$ cat src/rtl/spm_serial_mult_if.sv
// Handshake and serial data bundle for spm_serial_mult.
// acc_i is present only when SPM_ACC_EN is defined.
interface spm_serial_mult_if #(
    parameter int WIDTH = 16
);
    logic             start_i;
    logic             signed_i;
    logic [WIDTH-1:0] x_i;
    logic             y_i;
`ifdef SPM_ACC_EN
    logic             acc_i;
`endif
    logic             p_o;
    logic             p_valid_o;
    logic             busy_o;
    logic             done_o;

    modport master (
`ifdef SPM_ACC_EN
        output acc_i,
`endif
        output start_i, signed_i, x_i, y_i,
        input  p_o, p_valid_o, busy_o, done_o
    );

    modport slave (
`ifdef SPM_ACC_EN
        input  acc_i,
`endif
        input  start_i, signed_i, x_i, y_i,
        output p_o, p_valid_o, busy_o, done_o
    );
endinterface

$ cat src/rtl/spm_serial_mult.sv
// Serial/parallel multiplier streaming the (WIDTH+YBITS)-bit product LSB first.
// Define SPM_ACC_EN to add a serial addend (acc_i) to the streamed product.
module spm_serial_mult #(
    parameter int WIDTH = 16,
    parameter int YBITS = 16
) (
    input logic              clk_i,
    input logic              rst_ni,
    spm_serial_mult_if.slave bus
);
    localparam int PW = WIDTH + YBITS;
    localparam int CW = $clog2(PW + 1);
    localparam logic [CW-1:0] C_LAST  = CW'(PW - 1);
    localparam logic [CW-1:0] C_YLAST = CW'(YBITS - 1);
    localparam logic [CW-1:0] C_YBITS = CW'(YBITS);

    typedef enum logic {S_IDLE, S_RUN} state_t;

    state_t           r_state;
    state_t           w_nextState;
    logic [CW-1:0]    r_cnt;
    logic [WIDTH:0]   r_x;
    logic [WIDTH:0]   r_acc;
    logic             r_signed;
    logic             r_yMsb;
    logic             r_p;

    logic             w_accept;
    logic             w_compute;
    logic [CW-1:0]    w_bitIdx;
    logic             w_ybit;
    logic [WIDTH:0]   w_xExt;
    logic [WIDTH:0]   w_accCur;
    logic [WIDTH:0]   w_addend;
    logic [WIDTH+1:0] w_sum;
    logic             w_outBit;

    always_ff @(posedge clk_i or negedge rst_ni) begin
        if (!rst_ni) begin
            r_state <= S_IDLE;
        end else begin
            r_state <= w_nextState;
        end
    end

    always_comb begin
        w_nextState = r_state;
        case (r_state)
            S_IDLE: if (bus.start_i) w_nextState = S_RUN;
            S_RUN:  if (r_cnt == C_LAST) w_nextState = S_IDLE;
            default: w_nextState = S_IDLE;
        endcase
    end

    always_comb begin
        bus.busy_o    = 1'b0;
        bus.p_valid_o = 1'b0;
        bus.done_o    = 1'b0;
        if (r_state == S_RUN) begin
            bus.busy_o    = 1'b1;
            bus.p_valid_o = 1'b1;
            bus.done_o    = (r_cnt == C_LAST);
        end
    end

    assign bus.p_o = r_p;

    // Bit 0 is computed in the accept cycle straight from the inputs; later bits
    // use the captured operand. r_cnt is the index of the bit currently on p_o.
    assign w_accept  = (r_state == S_IDLE) && bus.start_i;
    assign w_compute = w_accept || ((r_state == S_RUN) && (r_cnt != C_LAST));
    assign w_bitIdx  = w_accept ? '0 : r_cnt + CW'(1);
    assign w_ybit    = (w_bitIdx < C_YBITS) ? bus.y_i : (r_signed & r_yMsb);
    assign w_xExt    = w_accept ? {bus.signed_i & bus.x_i[WIDTH-1], bus.x_i} : r_x;
    assign w_accCur  = w_accept ? '0 : r_acc;
    assign w_addend  = w_ybit ? w_xExt : '0;
    assign w_sum     = {w_accCur[WIDTH], w_accCur} + {w_addend[WIDTH], w_addend};

`ifdef SPM_ACC_EN
    logic r_carry;
    logic w_carryCur;

    assign w_carryCur = w_accept ? 1'b0 : r_carry;
    assign w_outBit   = w_sum[0] ^ bus.acc_i ^ w_carryCur;

    always_ff @(posedge clk_i or negedge rst_ni) begin
        if (!rst_ni) begin
            r_carry <= 1'b0;
        end else if (w_compute) begin
            r_carry <= (w_sum[0] & bus.acc_i) | (w_sum[0] & w_carryCur) | (bus.acc_i & w_carryCur);
        end
    end
`else
    assign w_outBit = w_sum[0];
`endif

    always_ff @(posedge clk_i or negedge rst_ni) begin
        if (!rst_ni) begin
            r_cnt    <= '0;
            r_x      <= '0;
            r_acc    <= '0;
            r_signed <= 1'b0;
            r_yMsb   <= 1'b0;
            r_p      <= 1'b0;
        end else begin
            r_p <= w_compute ? w_outBit : 1'b0;
            if (w_accept) begin
                r_x      <= w_xExt;
                r_signed <= bus.signed_i;
                r_cnt    <= '0;
            end else if (r_state == S_RUN) begin
                r_cnt <= r_cnt + CW'(1);
            end
            if (w_compute) begin
                r_acc <= w_sum[WIDTH+1:1];
            end
            // The last sampled y bit doubles as the sign extension during the flush phase.
            if (w_compute && (w_bitIdx == C_YLAST)) begin
                r_yMsb <= bus.y_i;
            end
        end
    end
endmodule

$ cat src/flat_wrapper.sv
// flat-port wrapper written by rule: the top's interface ports become plain ports
module spm_serial_mult_flat 
#(
    parameter int WIDTH = 16,
    parameter int YBITS = 16
)
  (clk_i, rst_ni, bus_start_i, bus_signed_i, bus_x_i, bus_y_i, bus_p_o, bus_p_valid_o, bus_busy_o, bus_done_o);
  spm_serial_mult_if #(.WIDTH(WIDTH)) bus_i ();
  input logic clk_i;
  input logic rst_ni;
  input wire logic [$bits(bus_i.start_i)-1:0] bus_start_i;
  input wire logic [$bits(bus_i.signed_i)-1:0] bus_signed_i;
  input wire logic [$bits(bus_i.x_i)-1:0] bus_x_i;
  input wire logic [$bits(bus_i.y_i)-1:0] bus_y_i;
  output wire logic [$bits(bus_i.p_o)-1:0] bus_p_o;
  output wire logic [$bits(bus_i.p_valid_o)-1:0] bus_p_valid_o;
  output wire logic [$bits(bus_i.busy_o)-1:0] bus_busy_o;
  output wire logic [$bits(bus_i.done_o)-1:0] bus_done_o;
  assign bus_i.start_i = bus_start_i;
  assign bus_i.signed_i = bus_signed_i;
  assign bus_i.x_i = bus_x_i;
  assign bus_i.y_i = bus_y_i;
  assign bus_p_o = bus_i.p_o;
  assign bus_p_valid_o = bus_i.p_valid_o;
  assign bus_busy_o = bus_i.busy_o;
  assign bus_done_o = bus_i.done_o;
  spm_serial_mult #(.WIDTH(WIDTH), .YBITS(YBITS)) u_core (.clk_i(clk_i), .rst_ni(rst_ni), .bus(bus_i));
endmodule
$ cat config.mk
export PLATFORM = sky130hd
export DESIGN_NAME = spm_serial_mult_flat
export DESIGN_NICKNAME = d
export VERILOG_FILES = /design/src/rtl/spm_serial_mult_if.sv /design/src/rtl/spm_serial_mult.sv /design/src/flat_wrapper.sv
export SDC_FILE = /design/constraint.sdc
export NUM_CORES = 1
export LEC_CHECK = 0
export CORE_ASPECT_RATIO = 0.7
export CORE_MARGIN = 3
export CORE_UTILIZATION = 55
export DETAILED_ROUTE_END_ITERATION = 12
export HOLD_SLACK_MARGIN = 0.12
export PLACE_DENSITY_LB_ADDON = 0.05
export SLEW_MARGIN = 20
export SYNTH_ARGS = -nofsm -noshare
export SYNTH_HDL_FRONTEND = slang
export SYNTH_SLANG_ARGS = --single-unit
$ cat constraint.sdc
create_clock -name clk_i -period 7.53 [get_ports clk_i]
set_input_delay 1.1295 -clock clk_i [delete_from_list [all_inputs] [get_ports clk_i]]
set_output_delay 1.1295 -clock clk_i [all_outputs]
set_load 0.03 [all_outputs]
# After elaboration in Yosys (flattened, before gate mapping)
# Cells that the tools add are included.
# classes
addsub,2
n_lt_le_gt_ge,1
n_eq_ne,3
muxes,13
n_bitwise,3
n_reduce_logical,5
# op_table
operator,n
17-bit two-way mux,3
17-bit by 17-bit adder with 18-bit output,1
6-bit two-way mux,3
"6-bit by 1-bit adder with 6-bit output, second input constant",1
"6-bit by 4-bit == test with 1-bit output, second input constant",1
"6-bit by 5-bit == test with 1-bit output, second input constant",1
"6-bit by 5-bit less-than comparator with 1-bit output, second input constant",1
1-bit two-way mux,6
"6-bit by 5-bit inequality test with 1-bit output, second input constant",1
1-bit logical AND,3
1-bit bitwise AND,2
1-bit case mux with 2 select lines,1
2-bit nonzero test,1
1-bit logical OR,1
1-bit inverter,1
# word_totals
ff_bits,44
in_bits,21
out_inout_bits,4
elab_cells,34

# Depth between registers and ports, before layout
# logic_depth
depth_word,8
depth_mapped,16
mapped_depth_nobuf,15

# Least setup slack after synthesis
# No wires, ideal clock.
# synth_timing
kind,input-to-reg
from,input bus_start_i
to,register u_core.r_acc[12]
setup_time_ns,0.095
t_arrival_ns,3.599
required_ns,7.435
setup_slack_ns,3.836
stages,12
path_buffers,1
path_cell_list,nor2b_1 -> clkbuf_1 -> a21oi_2 -> mux2i_2 -> and2b_1 -> ha_1 -> a21o_1 -> o21bai_1 -> o2111ai_2 -> a211oi_2 -> o21a_1 -> o31ai_1
# synth_via
elab_chain_cells,6
elab_cells_between_ends,9
cone_classes,add/sub (1); order compare (1); mux (5); reduce/logical (2)
# synth_lines
item,line_no,text
from (decl),flat_wrapper.sv:11,input wire logic [$bits(bus_i.start_i)-1:0] bus_start_i;
1-bit logical AND *,spm_serial_mult.sv:70,assign w_accept = (r_state == S_IDLE) && bus.start_i;
6-bit two-way mux,spm_serial_mult.sv:72,assign w_bitIdx = w_accept ? '0 : r_cnt + CW'(1);
6-bit by 5-bit less-than comparator with 1-bit output,spm_serial_mult.sv:73,assign w_ybit = (w_bitIdx < C_YBITS) ? bus.y_i : (r_signed & r_yMsb);
1-bit two-way mux,spm_serial_mult.sv:73,
17-bit two-way mux,spm_serial_mult.sv:76,assign w_addend = w_ybit ? w_xExt : '0;
17-bit by 17-bit adder with 18-bit output,spm_serial_mult.sv:77,"assign w_sum = {w_accCur[WIDTH], w_accCur} + {w_addend[WIDTH], w_addend};"
to (signal assigned),spm_serial_mult.sv:115,r_acc <= w_sum[WIDTH+1:1];
to (decl),spm_serial_mult.sv:23,logic [WIDTH:0] r_acc;
# Mark *: on every way between the ends. The rest lies on a longest branch, timed or not.
# A chain may end at the register's enable or synchronous reset.

# Worst setup path after layout
# Ends and elaborated chain as after synthesis.

==> impl_summary.md <==
Synth
The number of nets in the synthesized netlist is 374. The area share of the largest cell type after synthesis is 37.9%. The mapped netlist covers 2900 um^2. Synthesis handed over a netlist of 334 instances.

Counting flops with an async set or reset pin after synthesis yields a share of 100%. By area the synthesized netlist is led by sky130_fd_sc_hd__dfrtp_1 (38%), sky130_fd_sc_hd__nand2_1 (11%), sky130_fd_sc_hd__ha_1 (7.8%). A synthesized cell averages 8.69 um^2.

The biggest area consumer among synthesized cells is sky130_fd_sc_hd__dfrtp_1. The top flip-flop cell by instance count after synthesis is sky130_fd_sc_hd__dfrtp_1. The synthesized design contains 44 register bits. The synthesized design contains 0 enable-type register cells. For this run, the number of Yosys warnings is 0. The sequential fraction of the synthesis area is 37.9%. In this run, distinct cell masters in the synthesized netlist total 53.

Detailed routing
After detailed routing, the number of vias per cell comes to 5.56. For this run, the detailed router's first-pass iteration total came to 4. The count of nets left with antenna violations once routing finished came out at 0. The violation count after the first detailed-routing iteration is 139.

Dividing the detail-routed wire length by the instance count gives 14.5 um. In the routed design, unresolved DRC markers number 0. For this block, the routed nets add up to 6150 um of wire.

Across all layers, the routed design uses 2356 vias.

Final layout
After filler insertion, the fill cell instance count of the layout stands at 463. The net count of the finished layout is 394. 0 antenna diodes ended up in the layout. Relative to the synthesized area, the layout overhead comes to 12.4%. The post-route netlist has 8.73% of its cells at a drive strength greater than 1. Cells fill 66.0% of the core in the end. The total non-filler cell area in the finished layout is 3260 um^2.

Global route
The number of antenna violations at the first check in global routing is 0. The pin count of the biggest net entering global routing is 45. The via count of the first global-routing pass came to 2239. The first global-routing pass estimated 10500 um of wire. The aggregate global-route resource usage is 21.9%. The overflow left after global routing is 0.

Timing
Setup repair after global routing left no endpoint under its margin. Setup violations remaining at the end of the flow were counted as 0. The highest attainable clock frequency is 244 MHz.

The minimum period implied by the final worst setup slack is 4100 ps. At the pin with the least slew margin, the transition time is 956 ps. The number of failing hold endpoints at the final stage was 0. The final cycle utilization of the critical path is 54.5%. The setup clock skew after layout is 5.03 ps. The relative max-transition margin is 36.3%. The count of pins over their slew limit is 0. In the final timing run, aggregate negative setup slack is 0 ps.

Worst setup path
In this run the critical register-to-register path is launched from u_core.r_cnt[0]. The reg-to-reg critical path endpoint is u_core.r_acc[12]. At the worst endpoint, the arrival time is 4320 ps.

The number of buffers and inverters on the critical path is 2. Along the worst path, the maximum fanout reaches 18. On the critical path the largest part of the delay comes from compound AO/OA/AOI/OAI gates. The worst setup path is launched from an input pin.

The path type of the worst setup path is input pin to flop. The depth of the worst register-to-register path is 14. The critical path endpoint category is a flop.

For flop-to-flop paths, the worst setup slack is 3840 ps. The data required time at the worst endpoint is 7740 ps. In this design, the stage delay of the slowest critical-path cell is 450 ps. The signal on the critical path passes through clkdlybuf4s50_1 -> nor2b_1 -> a21oi_2 -> mux2i_2 -> buf_4 -> and2b_1 -> ha_1 -> o211ai_1 -> o21bai_1 -> o2111ai_2 -> a211oi_2 -> nor3_1 -> o31ai_1. The slowest cell on the critical path is sky130_fd_sc_hd__clkdlybuf4s50_1.

Power and ir drop
The analysis attributes to cell leakage a power of 1.47 nW. Internal power comes to 0.000796 W. The fraction of power consumed by the clock network is 11.1%. The proportion of power drawn by combinational gates is 59.2%. In this run switching power makes up 42.7% of total power. Dividing total power by cell area gives a power density of 426 nW/um^2.

Sequential cells burn 29.7% of the power. The peak supply drop is 0.192 mV. The reported net switching power is 0.000594 W.

CTS
The hold buffer count at cts is 0. The post-cts gate resize count is 0. The clock latency at the later pin of the worst-skew pair is 300 ps.

No sink is reached through more buffers than the 2 on the longest clock path. The sink count of the clock tree is 44. After clock tree synthesis, the setup repair step added 0 buffers.

The number of buffers created by CTS is 5. TritonCTS built the clock tree. Clock-pin slew was measured on the worst setup and hold paths at 70 ps. The root cell of the clock tree is sky130_fd_sc_hd__clkbuf_8.

CTS built an H-tree with a depth of 2.

Die
The die footprint is 6200 um^2. During I/O placement, the number of pins put on the boundary was 25. From left edge to right edge, the die measures 92.8 um. The standard cell core area is 4940 um^2. The die outline height is 66.8 um.

For this configuration, the core starts out at a cell density of 58.8%. The count of standard-cell rows is 21.

Hold path
The worst min-delay path endpoint is u_core.r_x[10]. Along the worst hold path, the cell count comes to 2. The critical hold path startpoint is u_core.r_x[10].

The path class of the lowest-slack min-delay path is flop to flop.

Placed design
The congestion estimate from routability-driven global placement came to 0.873. The count of buffers from port buffering is 24. Detailed placement finished with a half-perimeter wire length of 4290 um. The instance area at placement is 3170 um^2.

Run
The tool flagged a number of max-cap violations equal to 0.

Run status
The run finished with clean final reports.
## power groups by stage
stage	logic, W	clock network, W	registers, W
3_5_place_dp	0.000810	0	0.000418
2_1_floorplan	0.000650	0	0.000408
6_report	0.000823	0.000154	0.000413
3_3_place_gp	0.000788	0	0.000413
4_1_cts	0.000820	0.000158	0.000413
5_1_grt	0.000935	0.000165	0.000427
## cell type report
cell class	count	area (um^2)	area share [%]
clock buffer	8	90.1	2.76
inverter	6	22.5	0.690
multi-input combinational	269	1700	52.0
sequential	44	1100	33.8
tap	69	86.3	2.65
timing repair buffer	28	265	8.13
## routing by layer
layer	part of all wire, %	track usage [%]	vias up	wire length [um]
li1	-	-	1177	-
met1	48	30.0	1117	2970
met2	43	33.6	47	2640
met3	5.8	4.40	15	359
met4	3.0	9.87	0	184
met5	0	0	-	0
## stage by stage
step | power, W | hold slack, ps | cells | setup WS [ps]
3_5_place_dp | 0.00123 | 455 | 416 | 3220
3_3_place_gp | 0.00120 | 449 | 416 | 3300
5_1_grt | 0.00153 | 499 | 424 | 3210
6_report | 0.00139 | 468 | 424 | 3430
4_1_cts | 0.00139 | 474 | 424 | 3480
2_1_floorplan | 0.00106 | 433 | 334 | 3840
## worst reg2reg max path, stage by stage, from the launching register on
cell and delay, ps:
sky130_fd_sc_hd__dfrtp_1 410, sky130_fd_sc_hd__ha_1 290, sky130_fd_sc_hd__nand3_1 150, sky130_fd_sc_hd__xor2_1 180, sky130_fd_sc_hd__a21oi_2 180, sky130_fd_sc_hd__mux2i_2 220, sky130_fd_sc_hd__buf_4 290, sky130_fd_sc_hd__and2b_1 220
sky130_fd_sc_hd__ha_1 370, sky130_fd_sc_hd__o211ai_1 150, sky130_fd_sc_hd__o21bai_1 300, sky130_fd_sc_hd__o2111ai_2 200, sky130_fd_sc_hd__a211oi_2 320, sky130_fd_sc_hd__nor3_1 90, sky130_fd_sc_hd__o31ai_1 220
## kinds of logic (layout without fill, tap and decap cells)
family                   Yosys count  count (layout)  synth area share [%]
AO/OA/AOI/OAI                     70              70                  15.1
XOR/XNOR                          16              16                  4.83
adder cells (fa/ha/maj)           19              19                  8.45
buffers and inverters             21              42                  3.62
flip-flops                        44              44                  37.9
multiplexers                       4               4                  1.59
AND/OR/NAND/NOR                  160             160                  28.5
## Yosys cell counts, types with 3 or more instances
| master | n |
|---|---|
| sky130_fd_sc_hd__nor2b_1 | 5 |
| sky130_fd_sc_hd__nand3_1 | 6 |
| sky130_fd_sc_hd__a21o_1 | 5 |
| sky130_fd_sc_hd__inv_1 | 6 |
| sky130_fd_sc_hd__clkbuf_1 | 5 |
| sky130_fd_sc_hd__nand2_1 | 83 |
| sky130_fd_sc_hd__nor2_1 | 4 |
| sky130_fd_sc_hd__and2b_1 | 9 |
| sky130_fd_sc_hd__xor2_1 | 8 |
| sky130_fd_sc_hd__dfrtp_1 | 44 |
| sky130_fd_sc_hd__nor2b_2 | 7 |
| sky130_fd_sc_hd__buf_2 | 6 |
| sky130_fd_sc_hd__and2_1 | 19 |
| sky130_fd_sc_hd__ha_1 | 18 |
| sky130_fd_sc_hd__xnor2_1 | 8 |
| sky130_fd_sc_hd__a21oi_1 | 17 |
| sky130_fd_sc_hd__a31oi_1 | 4 |
| sky130_fd_sc_hd__nand2b_1 | 4 |
| sky130_fd_sc_hd__o21a_1 | 3 |
| sky130_fd_sc_hd__nor3_1 | 6 |
| sky130_fd_sc_hd__o21ai_0 | 26 |
## flip-flops by register name (all words and copies together) (netlist names)
register and flops:
u_core.r_acc 17, u_core.r_yMsb 1, u_core.r_cnt 6, u_core.r_signed 1, u_core.r_x 17, u_core.r_state 1
u_core.bus.p_o 1
## cell usage in the layout (no fill, tap or decap), types with 3 or more instances in the layout
cell | netlist | final
sky130_fd_sc_hd__nor2b_1 | 5 | 5
sky130_fd_sc_hd__xor2_1 | 8 | 8
sky130_fd_sc_hd__nand2_1 | 83 | 83
sky130_fd_sc_hd__and2b_1 | 9 | 9
sky130_fd_sc_hd__nand2b_1 | 4 | 4
sky130_fd_sc_hd__nor3_1 | 6 | 6
sky130_fd_sc_hd__ha_1 | 18 | 18
sky130_fd_sc_hd__clkdlybuf4s50_1 | 0 | 23
sky130_fd_sc_hd__inv_1 | 6 | 6
sky130_fd_sc_hd__nor2_1 | 4 | 4
sky130_fd_sc_hd__and2_1 | 19 | 19
sky130_fd_sc_hd__xnor2_1 | 8 | 8
sky130_fd_sc_hd__o21ai_0 | 26 | 26
sky130_fd_sc_hd__a21oi_1 | 17 | 17
sky130_fd_sc_hd__a31oi_1 | 4 | 4
sky130_fd_sc_hd__dfrtp_1 | 44 | 44
sky130_fd_sc_hd__clkbuf_8 | 0 | 6
sky130_fd_sc_hd__o21a_1 | 3 | 3
sky130_fd_sc_hd__nor2b_2 | 7 | 7
sky130_fd_sc_hd__nand3_1 | 6 | 6
sky130_fd_sc_hd__buf_4 | 1 | 4
sky130_fd_sc_hd__a21o_1 | 5 | 5
## worst max-delay path by stage
stage | depth (start not counted) | end | slack [ps] | from
3_3_place_gp | 13 | u_core.r_acc[12] | 3300 | bus_start_i
3_5_place_dp | 13 | u_core.r_acc[12] | 3220 | bus_start_i
6_report | 13 | u_core.r_acc[12] | 3430 | bus_start_i
5_1_grt | 13 | u_core.r_acc[12] | 3210 | bus_start_i
4_1_cts | 13 | u_core.r_acc[12] | 3480 | bus_start_i
2_1_floorplan | 12 | u_core.r_acc[12] | 3840 | bus_start_i
Note: power is estimated with default switching activity, not from simulation.
